===== config.mk =====
export PLATFORM = sky130hd
export DESIGN_NAME = alu_issue_flat
export DESIGN_NICKNAME = d
export VERILOG_FILES = /design/src/rtl/alu_issue_if.sv /design/src/rtl/alu_issue.sv /design/src/flat_wrapper.sv
export SDC_FILE = /design/constraint.sdc
export NUM_CORES = 1
export LEC_CHECK = 0
export CORE_UTILIZATION = 46
export DETAILED_ROUTE_END_ITERATION = 10
export PLACE_DENSITY_LB_ADDON = 0.2
export SETUP_SLACK_MARGIN = 0.05
export SLEW_MARGIN = 20
export SYNTH_ARGS = -nofsm -noshare
export SYNTH_HDL_FRONTEND = slang
export SYNTH_SLANG_ARGS = --single-unit

===== constraint.sdc =====
create_clock -name clock -period 4.9 [get_ports clock]
set_clock_uncertainty 0.15 [all_clocks]
set_input_delay 0.735 -clock clock [delete_from_list [all_inputs] [get_ports clock]]
set_output_delay 0.735 -clock clock [all_outputs]
set_load 0.005 [all_outputs]

===== src/rtl/alu_issue_if.sv =====
// Decode-to-ALU issue bundle: instruction/operand side in, registered ALU operands out.
// master = the issuing block, slave = the decode/execute environment around it.
interface alu_issue_if #(
    parameter int CNT_W = 32
);
    logic             in_valid;
    logic             in_ready;
    logic [31:0]      instr;
    logic [31:0]      pc;
    logic [31:0]      rs1_data;
    logic [31:0]      rs2_data;
    logic             flush;
    logic             ex_ready;
    logic             out_valid;
    logic [31:0]      mux1;
    logic [31:0]      mux2;
    logic [3:0]       AluSel;
    logic [4:0]       out_rd;
    logic             out_wb_en;
    logic [31:0]      out_pc;
    logic             out_illegal;
    logic [CNT_W-1:0] issue_count;

    modport master (
        input  in_valid, instr, pc, rs1_data, rs2_data, flush, ex_ready,
        output in_ready, out_valid, mux1, mux2, AluSel, out_rd, out_wb_en,
               out_pc, out_illegal, issue_count
    );

    modport slave (
        output in_valid, instr, pc, rs1_data, rs2_data, flush, ex_ready,
        input  in_ready, out_valid, mux1, mux2, AluSel, out_rd, out_wb_en,
               out_pc, out_illegal, issue_count
    );
endinterface


===== src/rtl/alu_issue.sv =====
// Purpose: decode RV32I, select ALU operands/op and hold them in a one-entry ID/EX register.
// Latency: one cycle from capture edge to out_*.
// Backpressure: in_ready = !out_valid || ex_ready; a stalled entry holds bit-stable.
module alu_issue #(
    parameter logic [31:0] RESET_PC = 32'h0100_0000,
    parameter int          CNT_W    = 32
) (
    input  logic        clock,
    input  logic        reset,
    alu_issue_if.master bus
);
    localparam logic [6:0] OPC_OP     = 7'b0110011;
    localparam logic [6:0] OPC_OP_IMM = 7'b0010011;
    localparam logic [6:0] OPC_LUI    = 7'b0110111;
    localparam logic [6:0] OPC_AUIPC  = 7'b0010111;
    localparam logic [6:0] OPC_LOAD   = 7'b0000011;
    localparam logic [6:0] OPC_STORE  = 7'b0100011;
    localparam logic [6:0] OPC_JAL    = 7'b1101111;
    localparam logic [6:0] OPC_JALR   = 7'b1100111;
    localparam logic [6:0] OPC_BRANCH = 7'b1100011;

    localparam logic [3:0] SEL_ADD  = 4'b0000;
    localparam logic [3:0] SEL_SUB  = 4'b0001;
    localparam logic [3:0] SEL_SRL  = 4'b0010;
    localparam logic [3:0] SEL_SLL  = 4'b0011;
    localparam logic [3:0] SEL_XOR  = 4'b0100;
    localparam logic [3:0] SEL_OR   = 4'b0101;
    localparam logic [3:0] SEL_AND  = 4'b0110;
    localparam logic [3:0] SEL_SLT  = 4'b0111;
    localparam logic [3:0] SEL_SLTU = 4'b1000;
    localparam logic [3:0] SEL_SRA  = 4'b1001;
    localparam logic [3:0] SEL_ILL  = 4'b1111;

    localparam logic [6:0] F7_BASE = 7'b0000000;
    localparam logic [6:0] F7_ALT  = 7'b0100000;

    typedef struct packed {
        logic [31:0] mux1;
        logic [31:0] mux2;
        logic [3:0]  sel;
        logic [4:0]  rd;
        logic        wb_en;
        logic        illegal;
        logic [31:0] pc;
    } entry_t;

    entry_t           dec;
    entry_t           entry_q;
    logic             valid_q;
    logic [CNT_W-1:0] count_q;
    logic             in_ready;
    logic             capture;

    logic [6:0]  opcode;
    logic [2:0]  funct3;
    logic [6:0]  funct7;
    logic [31:0] imm_i;
    logic [31:0] imm_s;
    logic [31:0] imm_u;

    assign opcode = bus.instr[6:0];
    assign funct3 = bus.instr[14:12];
    assign funct7 = bus.instr[31:25];
    assign imm_i  = {{20{bus.instr[31]}}, bus.instr[31:20]};
    assign imm_s  = {{20{bus.instr[31]}}, bus.instr[31:25], bus.instr[11:7]};
    assign imm_u  = {bus.instr[31:12], 12'b0};

    // Shared funct3 -> op mapping for register and immediate arithmetic.
    function automatic logic [3:0] arith_sel(input logic [2:0] f3);
        case (f3)
            3'b000:  return SEL_ADD;
            3'b001:  return SEL_SLL;
            3'b010:  return SEL_SLT;
            3'b011:  return SEL_SLTU;
            3'b100:  return SEL_XOR;
            3'b101:  return SEL_SRL;
            3'b110:  return SEL_OR;
            default: return SEL_AND;
        endcase
    endfunction

    always_comb begin
        dec         = '0;
        dec.mux1    = bus.rs1_data;
        dec.mux2    = bus.rs2_data;
        dec.sel     = SEL_ADD;
        dec.rd      = bus.instr[11:7];
        dec.wb_en   = 1'b1;
        dec.illegal = 1'b0;
        dec.pc      = bus.pc;
        case (opcode)
            OPC_OP: begin
                if (funct7 == F7_BASE)                          dec.sel = arith_sel(funct3);
                else if (funct7 == F7_ALT && funct3 == 3'b000)  dec.sel = SEL_SUB;
                else if (funct7 == F7_ALT && funct3 == 3'b101)  dec.sel = SEL_SRA;
                else                                            dec.illegal = 1'b1;
            end
            OPC_OP_IMM: begin
                dec.mux2 = imm_i;
                if (funct3 == 3'b001) begin
                    if (funct7 == F7_BASE) dec.sel = SEL_SLL;
                    else                   dec.illegal = 1'b1;
                end else if (funct3 == 3'b101) begin
                    if (funct7 == F7_BASE)     dec.sel = SEL_SRL;
                    else if (funct7 == F7_ALT) dec.sel = SEL_SRA;
                    else                       dec.illegal = 1'b1;
                end else begin
                    dec.sel = arith_sel(funct3);
                end
            end
            OPC_LUI: begin
                dec.mux1 = 32'd0;
                dec.mux2 = imm_u;
            end
            OPC_AUIPC: begin
                dec.mux1 = bus.pc;
                dec.mux2 = imm_u;
            end
            OPC_LOAD: dec.mux2 = imm_i;
            OPC_STORE: begin
                dec.mux2  = imm_s;
                dec.wb_en = 1'b0;
            end
            OPC_JAL, OPC_JALR: begin
                dec.mux1 = bus.pc;
                dec.mux2 = 32'd4;
            end
            OPC_BRANCH: begin
                dec.wb_en = 1'b0;
                case (funct3)
                    3'b000, 3'b001: dec.sel = SEL_SUB;
                    3'b100, 3'b101: dec.sel = SEL_SLT;
                    3'b110, 3'b111: dec.sel = SEL_SLTU;
                    default:        dec.illegal = 1'b1;
                endcase
            end
            default: dec.illegal = 1'b1;
        endcase
        // Illegal entries still issue, but carry neutral operands.
        if (dec.illegal) begin
            dec.sel   = SEL_ILL;
            dec.mux1  = 32'd0;
            dec.mux2  = 32'd0;
            dec.wb_en = 1'b0;
        end
        if (dec.rd == 5'd0) dec.wb_en = 1'b0;
    end

    assign in_ready = !valid_q || bus.ex_ready;
    assign capture  = bus.in_valid && in_ready && !bus.flush;

    always_ff @(posedge clock or negedge reset) begin
        if (!reset) begin
            valid_q    <= 1'b0;
            entry_q    <= '0;
            entry_q.pc <= RESET_PC;
            count_q    <= '0;
        end else begin
            if (bus.flush)    valid_q <= 1'b0;
            else if (in_ready) valid_q <= bus.in_valid;
            if (capture) entry_q <= dec;
            if (valid_q && bus.ex_ready && !bus.flush) count_q <= count_q + 1'b1;
        end
    end

    assign bus.in_ready    = in_ready;
    assign bus.out_valid   = valid_q;
    assign bus.mux1        = entry_q.mux1;
    assign bus.mux2        = entry_q.mux2;
    assign bus.AluSel      = entry_q.sel;
    assign bus.out_rd      = entry_q.rd;
    assign bus.out_wb_en   = entry_q.wb_en;
    assign bus.out_pc      = entry_q.pc;
    assign bus.out_illegal = entry_q.illegal;
    assign bus.issue_count = count_q;
endmodule


===== src/flat_wrapper.sv =====
// flat-port wrapper written by rule: the top's interface ports become plain ports
module alu_issue_flat 
#(
    parameter logic [31:0] RESET_PC = 32'h0100_0000,
    parameter int          CNT_W    = 32
)
  (clock, reset, bus_in_valid, bus_instr, bus_pc, bus_rs1_data, bus_rs2_data, bus_flush, bus_ex_ready, bus_in_ready, bus_out_valid, bus_mux1, bus_mux2, bus_AluSel, bus_out_rd, bus_out_wb_en, bus_out_pc, bus_out_illegal, bus_issue_count);
  alu_issue_if #(.CNT_W(CNT_W)) bus_i ();
  input  logic clock;
  input  logic reset;
  input wire logic [$bits(bus_i.in_valid)-1:0] bus_in_valid;
  input wire logic [$bits(bus_i.instr)-1:0] bus_instr;
  input wire logic [$bits(bus_i.pc)-1:0] bus_pc;
  input wire logic [$bits(bus_i.rs1_data)-1:0] bus_rs1_data;
  input wire logic [$bits(bus_i.rs2_data)-1:0] bus_rs2_data;
  input wire logic [$bits(bus_i.flush)-1:0] bus_flush;
  input wire logic [$bits(bus_i.ex_ready)-1:0] bus_ex_ready;
  output wire logic [$bits(bus_i.in_ready)-1:0] bus_in_ready;
  output wire logic [$bits(bus_i.out_valid)-1:0] bus_out_valid;
  output wire logic [$bits(bus_i.mux1)-1:0] bus_mux1;
  output wire logic [$bits(bus_i.mux2)-1:0] bus_mux2;
  output wire logic [$bits(bus_i.AluSel)-1:0] bus_AluSel;
  output wire logic [$bits(bus_i.out_rd)-1:0] bus_out_rd;
  output wire logic [$bits(bus_i.out_wb_en)-1:0] bus_out_wb_en;
  output wire logic [$bits(bus_i.out_pc)-1:0] bus_out_pc;
  output wire logic [$bits(bus_i.out_illegal)-1:0] bus_out_illegal;
  output wire logic [$bits(bus_i.issue_count)-1:0] bus_issue_count;
  assign bus_i.in_valid = bus_in_valid;
  assign bus_i.instr = bus_instr;
  assign bus_i.pc = bus_pc;
  assign bus_i.rs1_data = bus_rs1_data;
  assign bus_i.rs2_data = bus_rs2_data;
  assign bus_i.flush = bus_flush;
  assign bus_i.ex_ready = bus_ex_ready;
  assign bus_in_ready = bus_i.in_ready;
  assign bus_out_valid = bus_i.out_valid;
  assign bus_mux1 = bus_i.mux1;
  assign bus_mux2 = bus_i.mux2;
  assign bus_AluSel = bus_i.AluSel;
  assign bus_out_rd = bus_i.out_rd;
  assign bus_out_wb_en = bus_i.out_wb_en;
  assign bus_out_pc = bus_i.out_pc;
  assign bus_out_illegal = bus_i.out_illegal;
  assign bus_issue_count = bus_i.issue_count;
  alu_issue #(.RESET_PC(RESET_PC), .CNT_W(CNT_W)) u_core (.clock(clock), .reset(reset), .bus(bus_i));
endmodule

After elaboration in Yosys (flattened, before gate mapping)

Index checks and enable logic that the tools add are counted.

Bits of input ports: 133
Flip-flop bits (word level): 140
Word-level logic and storage cells: 80
Output and inout port bits: 141

Reductions and logical operators: 23
$add $sub $neg: 1
Equal/unequal tests: 17
Muxes and demuxes: 30

Operator list:

| kind                  | count |
|---|---|
| $pmux 32 s4           | 1 |
| $mux 68               | 1 |
| $pmux 32 s2           | 1 |
| $add 32x1->32 const B | 1 |
| $eq 7x6->1 const B    | 4 |
| $mux 4                | 7 |
| $pmux 4 s7            | 1 |
| $pmux 4 s3            | 2 |
| $eq 7x7->1 const B    | 3 |
| $pmux 4 s5            | 1 |
| $eq 7x5->1 const B    | 2 |
| $mux 1                | 14 |
| $reduce_or 2->1       | 7 |
| $eq 3x3->1 const B    | 4 |
| $reduce_or 6->1       | 2 |
| $eq 7x2->1 const B    | 1 |
| $logic_not 7->1       | 1 |
| $eq 3x2->1 const B    | 2 |
| $logic_and 1x1->1     | 6 |
| $logic_not 5->1       | 1 |
| $pmux 1 s4            | 1 |
| $eq 3x1->1 const B    | 1 |
| $logic_not 3->1       | 1 |
| $reduce_or 3->1       | 1 |
| other kinds (4)       | 5 |

Depth between registers and ports, before layout

Gate-level depths: netlist of run 1.

Depth in word-level cells: 8
Gate-level depth with buffers: 8
Mapped depth without buffers: 6

Least setup slack after synthesis of run 1

OpenSTA, ideal clock, no wires.

Path type: input to register
Start point: input bus_instr[6]
End point: register u_core.entry_q, in the netlist u_core.bus.AluSel[3]
Stages on the path: 7
Path buffers: 2
Required time: 4.624 ns
Library setup time: 0.126 ns
Setup slack: 2.416 ns
Arrival time: 2.208 ns
Cell sequence: buf_6 > or3b_4 > a21oi_2 > o221ai_2 > a31o_4 > buf_6 > o32a_1

Longest elaborated chain between the ends: 4
Elaborated cells between the ends (all ways): 13
Those cells by class: eq/ne: 9; mux: 3; reduce/logical: 1

Ends and longest elaborated chain:

| item                               | line               | RTL |
|---|---|---|
| start, declared                    | flat_wrapper.sv:12 | `input wire logic [$bits(bus_i.instr)-1:0] bus_instr;` |
| $eq 7x2->1 (tied with other cells) | alu_issue.sv:91    | `case (opcode)` |
| $reduce_or 6->1 (no line)          | n/a                |  |
| $pmux 1 s4                         | alu_issue.sv:91    |  |
| $mux 68 (*)                        | alu_issue.sv:140   | `if (dec.illegal) begin` |
| end, declared                      | alu_issue.sv:48    | `entry_t entry_q;` |

Mark *: on every way between the ends. The rest lies on a longest branch, timed or not.
A chain may end at the register's enable or synchronous reset.

Worst setup path after layout of run 1

Start point: input bus_instr[3]
End point: register u_core.entry_q, in the netlist u_core.bus.mux2[10]

Longest elaborated chain between the ends: 4
Elaborated cells between the ends (all ways): 16
Those cells by class: eq/ne: 9; mux: 3; reduce/logical: 4

Ends and longest elaborated chain:

| item                                                                | line |
|---|---|
| $eq 7x2->1 (tied with other cells)                                  | alu_issue.sv:91 |
| $reduce_or 6->1 (no line) / $reduce_or 2->1 (equally long branches) | n/a |
| $pmux 1 s4 / $pmux 32 s4 (equally long branches)                    | alu_issue.sv:91 |
| $mux 68 (*)                                                         | alu_issue.sv:140 |

Marked as above.

==> results of run 1 <==
==> synthesized netlist by cell type (2+ instances only) <==
library cell / instances
o21a_1: 5
and3_1: 6
nor4_1: 2
buf_6: 2
o21ai_0: 68
a21oi_1: 7
nor3b_1: 2
nand4_1: 8
or4_1: 2
nor2_1: 21
nand3_1: 11
clkbuf_2: 5
o22ai_1: 2
and4_1: 4
inv_1: 5
o32a_1: 4
a222oi_1: 4
xnor2_1: 21
nor2b_1: 2
nand2_1: 194
buf_2: 4
clkbuf_1: 33
nor3_1: 7
nand4b_1: 3
a221oi_1: 19
dfrtp_1: 139
nand3b_1: 3
xor2_1: 13
nand2b_1: 4
or2_2: 4
a22oi_1: 38
==> layer usage <==
layer	vias to the layer above	part of all wire, %
met5	-	0
met3	29	7.6
met4	0	2.4
met1	2955	40
met2	313	50
li1	2803	-
==> cell type report <==
class	count	share of cell area, %
Clock buffer	21	4.68
Clock inverter	11	2.19
Inverter	5	0.191
Multi-Input combinational cell	470	26.7
Sequential cell	140	35.6
Tap cell	176	2.24
Timing Repair Buffer	279	28.4
==> critical path: cells and delay by family <==
kind                   cells  cell delay (ps)
buffers and inverters      1              430
AND/OR/NAND/NOR            2             1250
AO/OA/AOI/OAI              2              980
==> state kept, by name (all words and copies together) (netlist names) <==
name,cells
u_core.bus.out_pc,32
u_core.bus.out_valid,1
u_core.bus.mux2,32
u_core.bus.out_wb_en,1
u_core.bus.out_illegal,1
u_core.bus.mux1,32
u_core.bus.issue_count,32
u_core.bus.out_rd,5
u_core.bus.AluSel,4
==> cells by family (layout without fill, tap and decap cells) <==
family,after synthesis,count (layout),synth area share [%]
and+or+nand+nor,280,280,19.6
adders and majority gates,2,2,0.357
buffers and inverters,49,316,3.33
DFF,140,140,55.5
AOI/OAI and AO/OA,153,153,16.3
muxes,1,1,0.178
xor gates and xnor gates,34,34,4.72
==> where the power goes <==
| group | internal [mW] | switching (mW) |
|---|---|---|
| sequential | 1.24 | 0.0575 |
| clock | 0.982 | 0.469 |
| combinational | 0.300 | 0.203 |
==> path summary, 6_finish.rpt <==
| check | endpoint | slack [ps] |
|---|---|---|
| setup / recovery | u_core.bus.mux2[10]$_DFFE_PN0P_ | 1590 |
| hold / removal | u_core.bus.issue_count[19]$_DFFE_PN0P_ | 130 |
| setup reg to reg | u_core.bus.mux2[11]$_DFFE_PN0P_ | 2610 |
| hold reg to reg | u_core.bus.out_pc[24]$_DFFE_PN1P_ | 320 |
| max in group asynchronous | u_core.bus.out_pc[24]$_DFFE_PN1P_ | 3340 |
| min in group clock | u_core.bus.out_pc[24]$_DFFE_PN1P_ | 320 |
==> metrics by stage <==
stage / utilization [%] / worst slack (ps) / instances / power, mW / instance area (um2)
2_1_floorplan: - / 2420 / 659 / 1.46 / 6310
3_3_place_gp: 68.7 / 1490 / 1069 / 1.80 / 9130
3_5_place_dp: 68.7 / 1270 / 1069 / 1.82 / 9130
4_1_cts: 73.8 / 1700 / 1101 / 3.27 / 9810
5_1_grt: 74.0 / 1370 / 1102 / 3.36 / 9840
6_report: 74.0 / 1590 / 1102 / 3.25 / 9840
==> flow_metrics.tcl, run 1 <==
set metrics [dict create \
    status "completed" \
    nets 1047 \
    num_antenna_cells 0 \
    core-area_um2 13300 \
    synth_top_cells_by_area "dfrtp_1, nand2_1, o21ai_0" \
    drive_gt1_share_pct 5.62 \
    antenna_found_initial 0 \
    slowest_delay_ps 830 \
    synth_top_cell_area_share_pct 55.1 \
    post_drt_wl_per_cell_um 17.6 \
    cp_cell_sequence "clkdlybuf4s50_1 > nand4bb_1 > nor3b_1 > a31o_4 > o21ai_0" \
    synth_edf_count 0 \
    vdd.ir_drop.worst_v 0.000201 \
    die_y_um 119 \
    initial_core_util_pct 47.5 \
    firstDrtPassIters 5 \
    hold_viol 0 \
    max_freq_mhz 302 \
    finalCritPeriodShare_pct 67.5 \
    cts_buffers 17 \
    worst_slew_pin_slew_ps 1050 \
    min_path_type "primary input to async pin" \
    vias 6100 \
    slew_viol_final 0 \
    place_congestion 0.916 \
    syn2layout_area_growth_pct 55.9 \
    viasPerCell 5.54 \
    wl_mm 19.4 \
    rsz0062_at_grt "no" \
    clk_pin_slew_worst_paths_ps 60 \
    clk_path_buf_depth 2 \
    ctsHoldBuffers 0 \
    period_needed_ps 3310 \
    cp.arrival_ps 3410 \
    cts-root-buf "clkbuf_16" \
    yosysTopAreaCell "dfrtp_1" \
    tns_ps 0 \
    io_buffers 273 \
    yosysUniqueCellTypes 48 \
    fillers 896 \
    grt_pass1_wl_mm 30.4 \
    layout_commonest_cell "clkdlybuf4s50_1" \
    worstSetupEndpointType "flop" \
    ys_seq_elements 140 \
    use_met3_pct 5.36 \
    grtUsageMet2_pct 47.1 \
    yosys_warnings 0 \
    io_pins 274 \
    cap_violations 0 \
    layout_common_cells "clkdlybuf4s50_1, nand2_1, dfrtp_1" \
    grt_max_degree 113 \
    seq_area_um2 3500 \
    ant_nets 0 \
    netlist_area_um2 6310 \
    post-cts-setup-buffers 0 \
    htreeDepth 4 \
    clkLatencyLatePin_ps 410 \
    timing.rr.start "u_core.bus.out_valid$_DFFE_PN0P_" \
    rows 42 \
    drc_errors 0 \
    cts-resized-gates 0 \
    grt.total_usage_pct 27.6 \
    cp_max_fo 70 \
    p_per_area_nw_per_um2 330 \
    r2r_cells 6 \
    met1_usage_pct 34.3 \
    gr-total-overflow 0 \
    dieArea_um2 14200 \
    drt-initial-drc-count 456 \
    grt_pass1_vias 5951 \
    cp_slowest_cell "nor3b_1" \
    multi_input_area_um2 2630 \
    relSlewSlack_pct 30.1 \
    syn_area_per_cell_um2 9.58 \
    clkSinkCount 140 \
    fp.dieW_um 119 \
    syn_nets 793 \
    finalSetupViolCount 0 \
    cts_tree "done" \
    gr-max-usage-layer "met2" \
    crit_path_start "bus_instr[3]" \
    dp_hpwl_mm 13.6 \
    synthFlopType "dfrtp_1" \
    leakage_nw 4.26 \
    synthesis.instances 659 \
    crit_type "primary input to flop" \
    fin_hold_ws_ps 130 \
    ys_async_sr_fraction_pct 100 \
    yosysSeqAreaShare_pct 55.5 \
    start_kind "primary input" \
    required_ps 5000 \
]
(Power assumes the default switching activity.)
==> run 2, diff against run 1 <==
--- a/config.mk
+++ b/config.mk
@@ -5,7 +5,7 @@
 export SDC_FILE = /design/constraint.sdc
 export NUM_CORES = 1
 export LEC_CHECK = 0
-export CORE_UTILIZATION = 46
+export CORE_UTILIZATION = 43
 export DETAILED_ROUTE_END_ITERATION = 10
 export PLACE_DENSITY_LB_ADDON = 0.2
 export SETUP_SLACK_MARGIN = 0.05
==> constraint.sdc (replaced) <==
create_clock -name clock -period 3.3 [get_ports clock]
set_clock_uncertainty 0.15 [all_clocks]
set_input_delay 0.495 -clock clock [delete_from_list [all_inputs] [get_ports clock]]
set_output_delay 0.495 -clock clock [all_outputs]
set_load 0.005 [all_outputs]
==> run 2 against run 1 <==
Critical path type unchanged. Highest routed layer unchanged. Count of clock-buffer cells in the layout unchanged. Core utilization is 3.2 points lower. Register-to-register slack worse by 1400 ps. First-iteration DRC count is 0.88% lower. Global-route usage down 0.68 points. Sequential share of layout area shrank 0.49 points.
==> flow_metrics.tcl, run 2 (synthesized netlist as in run 1, its figures left out) <==
set metrics [dict create \
    cts-root-buf "clkbuf_16" \
    io_buffers 273 \
    relSlewSlack_pct 31.3 \
    syn2layout_area_growth_pct 58.1 \
    hp-start "u_core.bus.out_pc[24]$_DFFE_PN1P_" \
    num_antenna_cells 0 \
    htreeDepth 4 \
    min_path_type "flop to flop" \
    hold_depth 2 \
    crit_type "primary input to flop" \
    grt.total_usage_pct 26.9 \
    vdd.ir_drop.worst_v 0.000363 \
    hold_viol 0 \
    max_freq_mhz 378 \
    dp.cells 1087 \
    drc_errors 0 \
    post-cts-setup-buffers 0 \
    rsz0062_at_grt "no" \
    fp.dieW_um 123 \
    antenna_found_initial 0 \
    p_per_area_nw_per_um2 491 \
    post_drt_wl_per_cell_um 18.0 \
    cap_violations 0 \
    finalCritPeriodShare_pct 80.2 \
    nets 1061 \
    status "completed" \
    period_needed_ps 2650 \
    r2r_cells 5 \
    ctsHoldBuffers 1 \
    finalSetupViolCount 0 \
    gr-total-overflow 0 \
    rows 43 \
    timing.rr.start "u_core.bus.issue_count[8]$_DFFE_PN0P_" \
    cp_slowest_cell "nor2_2" \
    initial_core_util_pct 44.8 \
    dieArea_um2 15200 \
    slowest_delay_ps 800 \
    wl_mm 20.2 \
    cp_cell_sequence "clkdlybuf4s50_1 > or3b_4 > a21oi_2 > nor2_2 > buf_4 > a221oi_1 > o21ai_0" \
    worst_slew_pin_slew_ps 1030 \
    core-area_um2 14100 \
    holdPathEnd "u_core.bus.out_pc[24]$_DFFE_PN1P_" \
    clk_path_buf_depth 2 \
    final_core_util_pct 70.8 \
    grt_max_degree 79 \
    worstSetupEndpointType "flop" \
    cp_num_buf_inv 2 \
    cp_max_fo 25 \
    clkSinkCount 140 \
    start_kind "primary input" \
    firstDrtPassIters 6 \
    drive_gt1_share_pct 7.02 \
    vias 6221 \
    crit_path_start "bus_instr[6]" \
    viasPerCell 5.55 \
    layout_common_cells "clkdlybuf4s50_1, nand2_1, dfrtp_1" \
    required_ps 3500 \
    fillers 1056 \
    clkLatencyLatePin_ps 420 \
    stdcell_count 1120 \
    r2r_slack_ps 1190 \
    clk_pin_slew_worst_paths_ps 60 \
    die_y_um 123 \
    rr_endpoint "u_core.bus.issue_count[31]$_DFFE_PN0P_" \
    grt_pass1_vias 6179 \
    dp_hpwl_mm 14.5 \
    cp.arrival_ps 2840 \
    cts_tree "done" \
    grt_pass1_wl_mm 31.1 \
    tns_ps 0 \
    critPathTopFamily "simple AND/OR/NAND/NOR gates" \
    slew_viol_final 0 \
    leakage_nw 4.34 \
    place_congestion 0.900 \
    power_mw 4.90 \
    ant_nets 0 \
    io_pins 274 \
    layout_commonest_cell "clkdlybuf4s50_1" \
    drt-initial-drc-count 452 \
    cts-resized-gates 0 \
    cts_buffers 17 \
]
-- run 2: worst max-delay path by stage --
stage / endpoint / cells past startpoint
after floorplan: u_core.bus.AluSel[3]$_DFFE_PN0P_ / 7
after global placement: u_core.bus.mux2[28]$_DFFE_PN0P_ / 7
after detailed placement: u_core.bus.mux2[28]$_DFFE_PN0P_ / 7
after CTS: u_core.bus.mux2[28]$_DFFE_PN0P_ / 7
after global routing: u_core.bus.mux2[28]$_DFFE_PN0P_ / 7
final: u_core.bus.mux2[28]$_DFFE_PN0P_ / 7
-- run 2: metal layers --
metal  GRT usage (%)  wire length [um]
met2            44.2              9880
met5               0                 0
met3            6.69              1600
met1            32.9              7940
met4            13.9               778
-- run 2: tightest hold or removal path: cells and delay by family, from the launching register on --
kind	cells	cell delay, ps
simple gates	2	100
flops	1	370
-- run 2: cell type report --
cell class,count,area (um2),share of cell area (%)
clock buffer,21,470,4.71
multi-input combinational,470,2610,26.2
timing repair buffer,293,2940,29.4
clock inverter,11,211,2.12
inverter,5,18.8,0.188
tap,180,225,2.26
sequential,140,3500,35.1
-- run 2: power breakdown --
group	leakage, nW	internal, mW	total, mW	switching [mW]
Clock	0.333	1.48	2.21	0.730
Sequential	1.85	1.84	1.93	0.0864
Combinational	2.16	0.456	0.762	0.306
Total	4.34	3.77	4.90	1.12
-- run 2: metrics by stage --
step,area (um2),worst slack (ps),hold slack [ps]
floorplan,6310,1060,49.4
global placement,9290,368,300
detailed placement,9290,237,306
CTS,9980,685,321
global route,9980,547,354
finish,9980,654,320
==> run 3, diff against run 2 <==
==> constraint.sdc (replaced) <==
create_clock -name clock -period 2.7 [get_ports clock]
set_clock_uncertainty 0.15 [all_clocks]
set_input_delay 0.405 -clock clock [delete_from_list [all_inputs] [get_ports clock]]
set_output_delay 0.405 -clock clock [all_outputs]
set_load 0.005 [all_outputs]
==> run 3 against run 2 <==
Total power rose by 22%. Register-to-register slack lost 620 ps. Hold slack better by 2.2 ps. Setup slack lost 310 ps. Sequential share of layout area shrank 0.34 points. Sequential power increased by 22%. Critical path type unchanged. Largest cell class unchanged.
==> flow_metrics.tcl, run 3 (synthesized netlist as in run 1, its figures left out) <==
set metrics [dict create \
    grt_pass1_wl_mm 31.4 \
    crit_type "primary input to flop" \
    slew_viol_final 0 \
    relSlewSlack_pct 54.1 \
    cp_max_fo 32 \
    num_antenna_cells 0 \
    core-area_um2 14100 \
    stdcell_count 1129 \
    antenna_found_initial 0 \
    dp.cells 1096 \
    finalSetupViolCount 0 \
    rows 43 \
    ant_nets 0 \
    cts_buffers 17 \
    place_ws_ps -1.97 \
    worst_slew_pin_slew_ps 688 \
    timing.rr.start "u_core.bus.out_valid$_DFFE_PN0P_" \
    clkLatencyLatePin_ps 420 \
    fin_area_um2 10100 \
    drive_gt1_share_pct 7.80 \
    p_per_area_nw_per_um2 592 \
    place_congestion 0.863 \
    die_y_um 123 \
    finalCritPeriodShare_pct 87.3 \
    status "completed" \
    post_drt_wl_per_cell_um 17.8 \
    crit_path_start "bus_instr[4]" \
    fin_hold_ws_ps 322 \
    grt.total_usage_pct 27.2 \
    period_needed_ps 2360 \
    cts-root-buf "clkbuf_16" \
    dpl_cell_area_um2 9390 \
    io_pins 274 \
    max_freq_mhz 424 \
    vdd.ir_drop.worst_v 0.000469 \
    dp_hpwl_mm 14.5 \
    r2r_cells 6 \
    min_path_type "flop to flop" \
    hold_depth 2 \
    wl_mm 20.1 \
    dieArea_um2 15200 \
    viasPerCell 5.45 \
    start_kind "primary input" \
    initial_core_util_pct 44.8 \
    worstSetupEndpointType "flop" \
    drt-initial-drc-count 453 \
    clk_path_buf_depth 2 \
    rsz0062_at_grt "no" \
    power_mw 5.97 \
    cap_violations 0 \
    leakage_nw 4.40 \
    vias 6148 \
    required_ps 2870 \
    final_core_util_pct 71.5 \
    layout_common_cells "clkdlybuf4s50_1, nand2_1, dfrtp_1" \
    cp.arrival_ps 2520 \
    cts_tree "done" \
    clkSinkCount 140 \
    post-cts-setup-buffers 0 \
    nets 1070 \
    layout_commonest_cell "clkdlybuf4s50_1" \
    setup_ws_ps 342 \
    htreeDepth 4 \
    gr-total-overflow 0 \
    grt_pass1_vias 6184 \
    fp.dieW_um 123 \
    io_buffers 273 \
    tns_ps 0 \
    clk_pin_slew_worst_paths_ps 60 \
    syn2layout_area_growth_pct 59.7 \
    hold_viol 0 \
    grt_max_degree 103 \
    hp-start "u_core.bus.out_pc[20]$_DFFE_PN0P_" \
    firstDrtPassIters 5 \
    drc_errors 0 \
]
[run 3: cell types whose count changed in the layout (fill, tap and decap cells not counted)]
cell        change
clkinvlp_4      +1
clkbuf_8        -1
clkbuf_1        +1
clkinv_2        -1
buf_12          +3
buf_4           +6
[run 3: final timing paths]
check	end	slack, ps
min in group asynchronous	u_core.bus.issue_count[5]$_DFFE_PN0P_	360
max	u_core.bus.mux1[12]$_DFFE_PN0P_	340
max in group asynchronous	u_core.bus.mux1[22]$_DFFE_PN0P_	1310
min reg2reg	u_core.bus.out_pc[20]$_DFFE_PN0P_	320
min	u_core.bus.out_pc[20]$_DFFE_PN0P_	320
max reg2reg	u_core.bus.AluSel[2]$_DFFE_PN0P_	570
[run 3: layout make-up]
cell class                      count  area (um2)
Fill cell                        1046        4020
Sequential cell                   140        3500
Timing Repair Buffer              302        3040
Multi-Input combinational cell    470        2610
Clock buffer                       21         460
Tap cell                          180         225
Clock inverter                     11         214
Inverter                            5        18.8
[run 3: metal layers]
metal,share of wire [%],track usage [%]
met5,0,0
met4,3.2,12.2
met3,8.0,8.03
met2,49,44.0
met1,40,33.7
[run 3: critical path, stage by stage]
cell	delay, ps
clkdlybuf4s50_1	470
or3b_4	390
buf_4	140
nor3_1	100
or2_2	580
a22oi_1	140
o21ai_0	270
[run 3: timing repair]
| item | 4_1_cts | 5_1_grt |
|---|---|---|
| resized for setup | 0 | 0 |
| hold endpoints to repair | 54 | 0 |
| hold buffers | 1 | 0 |
[run 3: power by group]
part	leakage [nW]	internal (mW)	switching, mW
clock	0.324	1.78	0.880
combinational	2.22	0.565	0.379
sequential	1.85	2.25	0.112
